==> config.mk <==
export PLATFORM = sky130hd
export DESIGN_NAME = mux4_rr_arbiter
export DESIGN_NICKNAME = d
export VERILOG_FILES = /design/src/rtl/mux4_rr_arbiter.sv
export SDC_FILE = /design/constraint.sdc
export NUM_CORES = 1
export LEC_CHECK = 0
export BUFFER_PORTS_ARGS = -buffer_cell sky130_fd_sc_hd__buf_2
export CAP_MARGIN = 5
export CORE_MARGIN = 2
export CORE_UTILIZATION = 45
export CTS_BUF_LIST = sky130_fd_sc_hd__clkbuf_8 sky130_fd_sc_hd__clkbuf_16
export DETAILED_ROUTE_END_ITERATION = 8
export MAX_ROUTING_LAYER = met4
export PLACE_DENSITY = 0.91
export SYNTH_ARGS = -nofsm -noshare
export SYNTH_HDL_FRONTEND = slang
export SYNTH_SLANG_ARGS = --single-unit
==> constraint.sdc <==
create_clock -name clk -period 3.4 [get_ports clk]
set_clock_uncertainty 0.15 [all_clocks]
set_input_delay 0 -clock clk [delete_from_list [all_inputs] [get_ports clk]]
set_output_delay 0 -clock clk [all_outputs]
set_load 0.01 [all_outputs]
==> src/rtl/mux4_rr_arbiter.sv <==
// Four-requester round-robin arbiter feeding a registered 4-to-1 data mux.
// A granted word is held stable until accepted; acceptance re-arbitrates at the same edge.
module mux4_rr_arbiter #(
  parameter int unsigned WIDTH = 32
) (
  input  logic             clk,
  input  logic             reset,
  input  logic [3:0]       req,
  input  logic [WIDTH-1:0] data0,
  input  logic [WIDTH-1:0] data1,
  input  logic [WIDTH-1:0] data2,
  input  logic [WIDTH-1:0] data3,
  output logic             s1,
  output logic             s0,
  output logic [WIDTH-1:0] out_data,
  output logic             out_valid,
  input  logic             out_ready,
  output logic [3:0]       ack,
  output logic             busy,
  output logic [15:0]      xfer_count
);

  typedef enum logic {StIdle, StHold} state_e;

  state_e           state_q, state_d;
  logic [1:0]       sel_q, sel_d;
  logic [1:0]       ptr_q, ptr_d;
  logic [WIDTH-1:0] data_q, data_d;
  logic [3:0]       ack_q, ack_d;
  logic [15:0]      cnt_q, cnt_d;

  logic             accept;
  logic             load;
  logic [1:0]       arb_base;
  logic [3:0]       arb_req;
  logic [1:0]       win;
  logic             win_found;
  logic [WIDTH-1:0] win_data;

  assign accept = (state_q == StHold) && out_ready;

  // On acceptance the search starts after the grantee and excludes it for this edge only.
  always_comb begin
    arb_base  = accept ? sel_q : ptr_q;
    arb_req   = accept ? (req & ~(4'b0001 << sel_q)) : req;
    win       = arb_base;
    win_found = 1'b0;
    for (int unsigned k = 1; k <= 4; k++) begin
      logic [1:0] idx;
      idx = arb_base + 2'(k);
      if (!win_found && arb_req[idx]) begin
        win_found = 1'b1;
        win       = idx;
      end
    end
  end

  always_comb begin
    win_data = data0;
    unique case (win)
      2'd0: win_data = data0;
      2'd1: win_data = data1;
      2'd2: win_data = data2;
      2'd3: win_data = data3;
      default: win_data = data0;
    endcase
  end

  // State register
  always_ff @(posedge clk or posedge reset) begin
    if (reset) begin
      state_q <= StIdle;
      sel_q   <= 2'd0;
      ptr_q   <= 2'd3;
      data_q  <= '0;
      ack_q   <= 4'd0;
      cnt_q   <= 16'd0;
    end else begin
      state_q <= state_d;
      sel_q   <= sel_d;
      ptr_q   <= ptr_d;
      data_q  <= data_d;
      ack_q   <= ack_d;
      cnt_q   <= cnt_d;
    end
  end

  // Next-state and datapath
  always_comb begin
    state_d = state_q;
    unique case (state_q)
      StIdle:  if (win_found) state_d = StHold;
      StHold:  if (accept && !win_found) state_d = StIdle;
      default: state_d = StIdle;
    endcase

    load   = ((state_q == StIdle) || accept) && win_found;
    sel_d  = load ? win : sel_q;
    data_d = load ? win_data : data_q;
    ptr_d  = accept ? sel_q : ptr_q;
    ack_d  = accept ? (4'b0001 << sel_q) : 4'b0000;
    cnt_d  = cnt_q + {15'd0, accept};
  end

  // Outputs
  always_comb begin
    s1         = sel_q[1];
    s0         = sel_q[0];
    out_data   = data_q;
    out_valid  = (state_q == StHold);
    busy       = (state_q == StHold);
    ack        = ack_q;
    xfer_count = cnt_q;
  end

endmodule

==> results of run 1 <==
==> cell families after synthesis <==
| logic type | count (synthesis) | share of synthesized area (%) |
|---|---|---|
| simple gates | 119 | 17.7 |
| compound gates | 98 | 23.4 |
| flops | 57 | 39.8 |
| mux | 34 | 9.54 |
| buf+inv | 28 | 5.57 |
| xor+xnor | 15 | 3.66 |
| fa+ha+maj | 1 | 0.348 |
==> stage by stage <==
stage / setup WS [ns] / hold WS (ns) / util (%) / instance area, um2 / instances
3_5_place_dp: 0.181 / -0.0733 / 59.3 / 4580 / 630
3_3_place_gp: 0.324 / -0.0711 / 59.3 / 4580 / 630
2_1_floorplan: 0.946 / 0.0981 / - / 3590 / 352
==> qor.txt, run 1 <==
=========================================================================================
Run status                                                                   stopped before the end
Halt Stage                                                                   clock tree synthesis (4_1_cts)
Halt Reason                                                                  [ERROR RSZ-0060] Max buffer count reached.
Number of clock sinks seen by CTS                                                      57
Most instantiated cells after synthesis                                      55 x sky130_fd_sc_hd__dfrtp_1, 42 x sky130_fd_sc_hd__nand2_1, 33 x sky130_fd_sc_hd__o21a_1
Num rows                                                                               32
Proportion of register bits with asynchronous set or reset after synthesis           100%
Number of cells upsized or downsized after cts                                          0
Total I/O pin count                                                                   191
Maximum clock insertion buffer count                                                    2
Yosys warning total                                                                     0
Cell types occupying the most area after synthesis                           sky130_fd_sc_hd__dfrtp_1 38%, sky130_fd_sc_hd__a32o_1 8.9%, sky130_fd_sc_hd__mux2i_1 8.9%, sky130_fd_sc_hd__o21a_1 6.9%, sky130_fd_sc_hd__nand2b_1 5.6%
Post-synthesis register bit count                                                      57
Number of distinct library cells after synthesis                                       53
Most numerous cell in the Yosys netlist                                      sky130_fd_sc_hd__dfrtp_1
Starting density of the core                                                        46.5%
Sequential element share of the synthesized area                                    39.8%
Setup Fix Bufs, Post-CTS                                                                0
Y dimension of the die                                                            93.3 um
Proportion of netlist area held by the largest area contributor                     38.3%
Number of hold buffers added after cts                                                130
Number of synthesized flops with an enable pin                                          0
CTS root buffer                                                              sky130_fd_sc_hd__clkbuf_8
Syn Std Cell Area                                                                3590 um2
Commonest register cell after synthesis                                      sky130_fd_sc_hd__dfrtp_1
Number of port buffers                                                                190
Die width                                                                         93.3 um
TritonCTS Buffers                                                                       9
Post-Syn Instances                                                                    352
Net Count, Synth                                                                      488
HPWL reported at the end of detailed placement                                    7.67 mm
# H-tree levels                                                                         3
Placer Congestion                                                                   0.987
Mean instance size in the synthesized netlist                                    10.2 um2
Cell type contributing the most total cell area after synthesis              sky130_fd_sc_hd__dfrtp_1
=========================================================================================
==> inputs of run 2 (changes only) <==
Settings changed: CORE_UTILIZATION 45 to 30, CTS_BUF_LIST sky130_fd_sc_hd__clkbuf_8 sky130_fd_sc_hd__clkbuf_16 to default, MAX_ROUTING_LAYER met4 to default, PLACE_DENSITY 0.91 to default, PLACE_DENSITY_LB_ADDON from default to 0.15.
==> run 2 against run 1 <==
  * The flow now finishes without violations
  * Synthesized cell count did not move
  * Synthesized area did not move
==> qor.txt, run 2 <==
=========================================================================================
Run status                                                                   finished, final reports clean
Measured slew at the worst slew-check pin                                        0.949 ns
Largest fanout on the critical path                                                    19
Final Hold Viols                                                                        0
Reg clk slew, reported paths                                                      0.05 ns
Critical Path RT                                                                  3.45 ns
Cell type contributing the most total cell area after synthesis              sky130_fd_sc_hd__dfrtp_1
Syn Std Cell Area                                                                3590 um2   unchanged
Delay of the slowest cell on the worst path                                       0.58 ns
Critical path endpoint category                                                  register
Setup_tns                                                                            0 ns
Critical path origin                                                                 busy
TritonRoute pass-1 iters                                                                4
Total I/O pin count                                                                   191   unchanged
Global Route Usage Sum                                                              20.2%
Type of the setup path with the least slack                                  register to register
Worst r2r src                                                                        busy
Min-Delay Path Class                                                         input pin to register
Worst ir drop on vdd                                                           0.000326 V
Area growth from synthesis to final layout                                          72.9%
Commonest non-fill, non-tap cells in the layout                              190 x sky130_fd_sc_hd__buf_2, 130 x sky130_fd_sc_hd__dlygate4sd3_1, 54 x sky130_fd_sc_hd__dfrtp_1, 42 x sky130_fd_sc_hd__nand2_1, 33 x sky130_fd_sc_hd__o21a_1
Sequential element share of the synthesized area                                    39.8%   unchanged
TritonCTS Buffers                                                                       9   unchanged
Worst slew margin relative to its limit                                             36.5%
Starting DRT DRC Count                                                                196
Final ANT Viol Nets                                                                     0
Die width                                                                          113 um   +22%
Via count of the first global-routing pass                                          4,346
Placer Congestion                                                                   0.858   -13%
First-pass GRT wire length                                                        20.7 mm
Core ar.                                                                       11,600 um2
Total Die Area                                                                 12,900 um2
Mean instance size in the synthesized netlist                                    10.2 um2   unchanged
Unrepaired setup endpoints after global routing                                     false
Total grt overflow                                                                      0
Proportion of register bits with asynchronous set or reset after synthesis           100%   unchanged
Via count normalized by instance count                                               4.97
Starting density of the core                                                        31.1%   -15 points
Number of clock sinks seen by CTS                                                      57   unchanged
Maximum clock insertion buffer count                                                    2   unchanged
Fin Hold WS                                                                     0.0475 ns
Via count                                                                           4,053
Worst hold start                                                                   req[1]
Detail-routed net length per standard cell                                        15.7 um
Commonest register cell after synthesis                                      sky130_fd_sc_hd__dfrtp_1
Power density normalized to cell area                                          789 nW/um2
Fraction of final layout cells with drive strength greater than 1                   34.7%
# H-tree levels                                                                         3   unchanged
Maxcap violations                                                                       0
Flip-flop count of the largest register after layout                                   32
Number of synthesized flops with an enable pin                                          0   unchanged
Minimum clock period after layout                                                 3.15 ns
HPWL reported at the end of detailed placement                                    7.94 mm   +3.6%
Pin count of the biggest net entering global routing                                   42
Initial antenna violation count                                                         0
Worst skew pair latency                                                           0.32 ns
Register-to-register setup slack                                                  0.25 ns
Lkg Pwr                                                                           2.97 nW
Slowest library cell on the worst path                                       sky130_fd_sc_hd__dlygate4sd3_1
Number of port buffers                                                                190   unchanged
Post-Syn Instances                                                                    352   unchanged
Number of pins exceeding their max-slew limit in the final report                       0
Most numerous cell in the Yosys netlist                                      sky130_fd_sc_hd__dfrtp_1
Number of distinct library cells after synthesis                                       53   unchanged
Num rows                                                                               39   +22%
CTS root buffer                                                              sky130_fd_sc_hd__clkbuf_16
Clock tree from TritonCTS                                                             yes
Antenna diode count                                                                     0
Setup crit start kind                                                            register
Most common cell after layout, fill and taps aside                           sky130_fd_sc_hd__buf_2
Total length of routed wires                                                      12.8 mm
Cell types occupying the most area after synthesis                           sky130_fd_sc_hd__dfrtp_1 38%, sky130_fd_sc_hd__a32o_1 8.9%, sky130_fd_sc_hd__mux2i_1 8.9%, sky130_fd_sc_hd__o21a_1 6.9%, sky130_fd_sc_hd__nand2b_1 5.6%
Most instantiated cells after synthesis                                      55 x sky130_fd_sc_hd__dfrtp_1, 42 x sky130_fd_sc_hd__nand2_1, 33 x sky130_fd_sc_hd__o21a_1
Yosys warning total                                                                     0   unchanged
Post-synthesis register bit count                                                      57   unchanged
Net Count, Synth                                                                      488   unchanged
DRC violations left                                                                     0
Y dimension of the die                                                             113 um   +22%
Proportion of netlist area held by the largest area contributor                     38.3%   unchanged
Highest clock rate                                                                318 MHz
Critical Path, Cell by Cell                                                  and4b_2 > o21ai_0 > and2_4 > o221ai_4 > buf_4 > mux2i_1 > dlygate4sd3_1 > nand2_1 > a32o_1
Final setup viols                                                                       0
Final nets                                                                            803
Arrival time of data at the critical path endpoint                                3.20 ns
Final cycle utilization of the critical path                                        92.5%
=========================================================================================
[run 2: cell counts after synthesis]
No cell type changed its count.
[run 2: timing repair]
item,4_1_cts,5_1_grt
endpoints found under the setup margin,0,10
resized for setup,0,1
endpoints found under the hold margin,74,0
buffers inserted,0,0
hold buffers,130,0
[run 2: final timing paths]
check	to	cells past startpoint
setup / recovery	out_data[26]	9
hold / removal	busy	5
setup reg to reg	out_data[26]	9
hold reg to reg	xfer_count[15]	1
max in group asynchronous	ptr_q[1]	4
min in group asynchronous	xfer_count[13]	3
[run 2: layout make-up]
type                       count  area, um2
fill                        1023       5350
timing repair buffer         327       2300
multi-input combinational    267       1990
sequential                    57       1430
clock buffer                  13        250
tap                          143        179
clock inverter                 3       40.0
inverter                       5       18.8
[run 2: power breakdown]
part	switching, mW	internal [mW]
clock	0.292	0.584
combinational	1.52	1.32
sequential	0.204	0.976
[run 2: metrics by stage]
| step | instance area (um2) | setup slack, ns | util [%] | instances | power [mW] |
|---|---|---|---|---|---|
| 6_report | 6210 | 0.254 | 53.7 | 815 | 4.90 |
| 5_1_grt | 6210 | 0.114 | 53.7 | 815 | 5.29 |
| 4_1_cts | 6210 | 0.120 | 53.7 | 815 | 4.96 |
| 3_5_place_dp | 4620 | 0.312 | 39.9 | 669 | 3.88 |
| 3_3_place_gp | 4620 | 0.329 | 39.9 | 669 | 3.83 |
| 2_1_floorplan | 3590 | 0.946 | - | 352 | 3.15 |
[run 2: layer usage]
layer / track usage (%) / vias up / share of wire [%]
met3: 5.58 / 32 / 6.8
met5: 0 / - / 0
met2: 35.5 / 194 / 49
met1: 22.9 / 1901 / 41
met4: 9.27 / 0 / 2.7
li1: - / 1926 / -
[run 2: logic make-up (layout without fill, tap and decap cells)]
family / after synthesis / after routing / share of synthesized area (%)
buffers and inverters: 28 / 348 / 5.57
multiplexers: 34 / 34 / 9.54
adder cells (fa/ha/maj): 1 / 1 / 0.348
AO/OA/AOI/OAI: 98 / 98 / 23.4
AND/OR/NAND/NOR: 119 / 119 / 17.7
XOR/XNOR: 15 / 15 / 3.66
flip-flops: 57 / 57 / 39.8
[run 2: worst max-delay path, delay by kind of cell (launching register included)]
kind	cells	cell delay, ns
buffers and inverters	2	0.81
AOI/OAI and AO/OA	3	0.75
and+or+nand+nor	3	0.62
DFF	1	0.52
muxes	1	0.19
No activity file was read; power rests on OpenSTA's default activity.
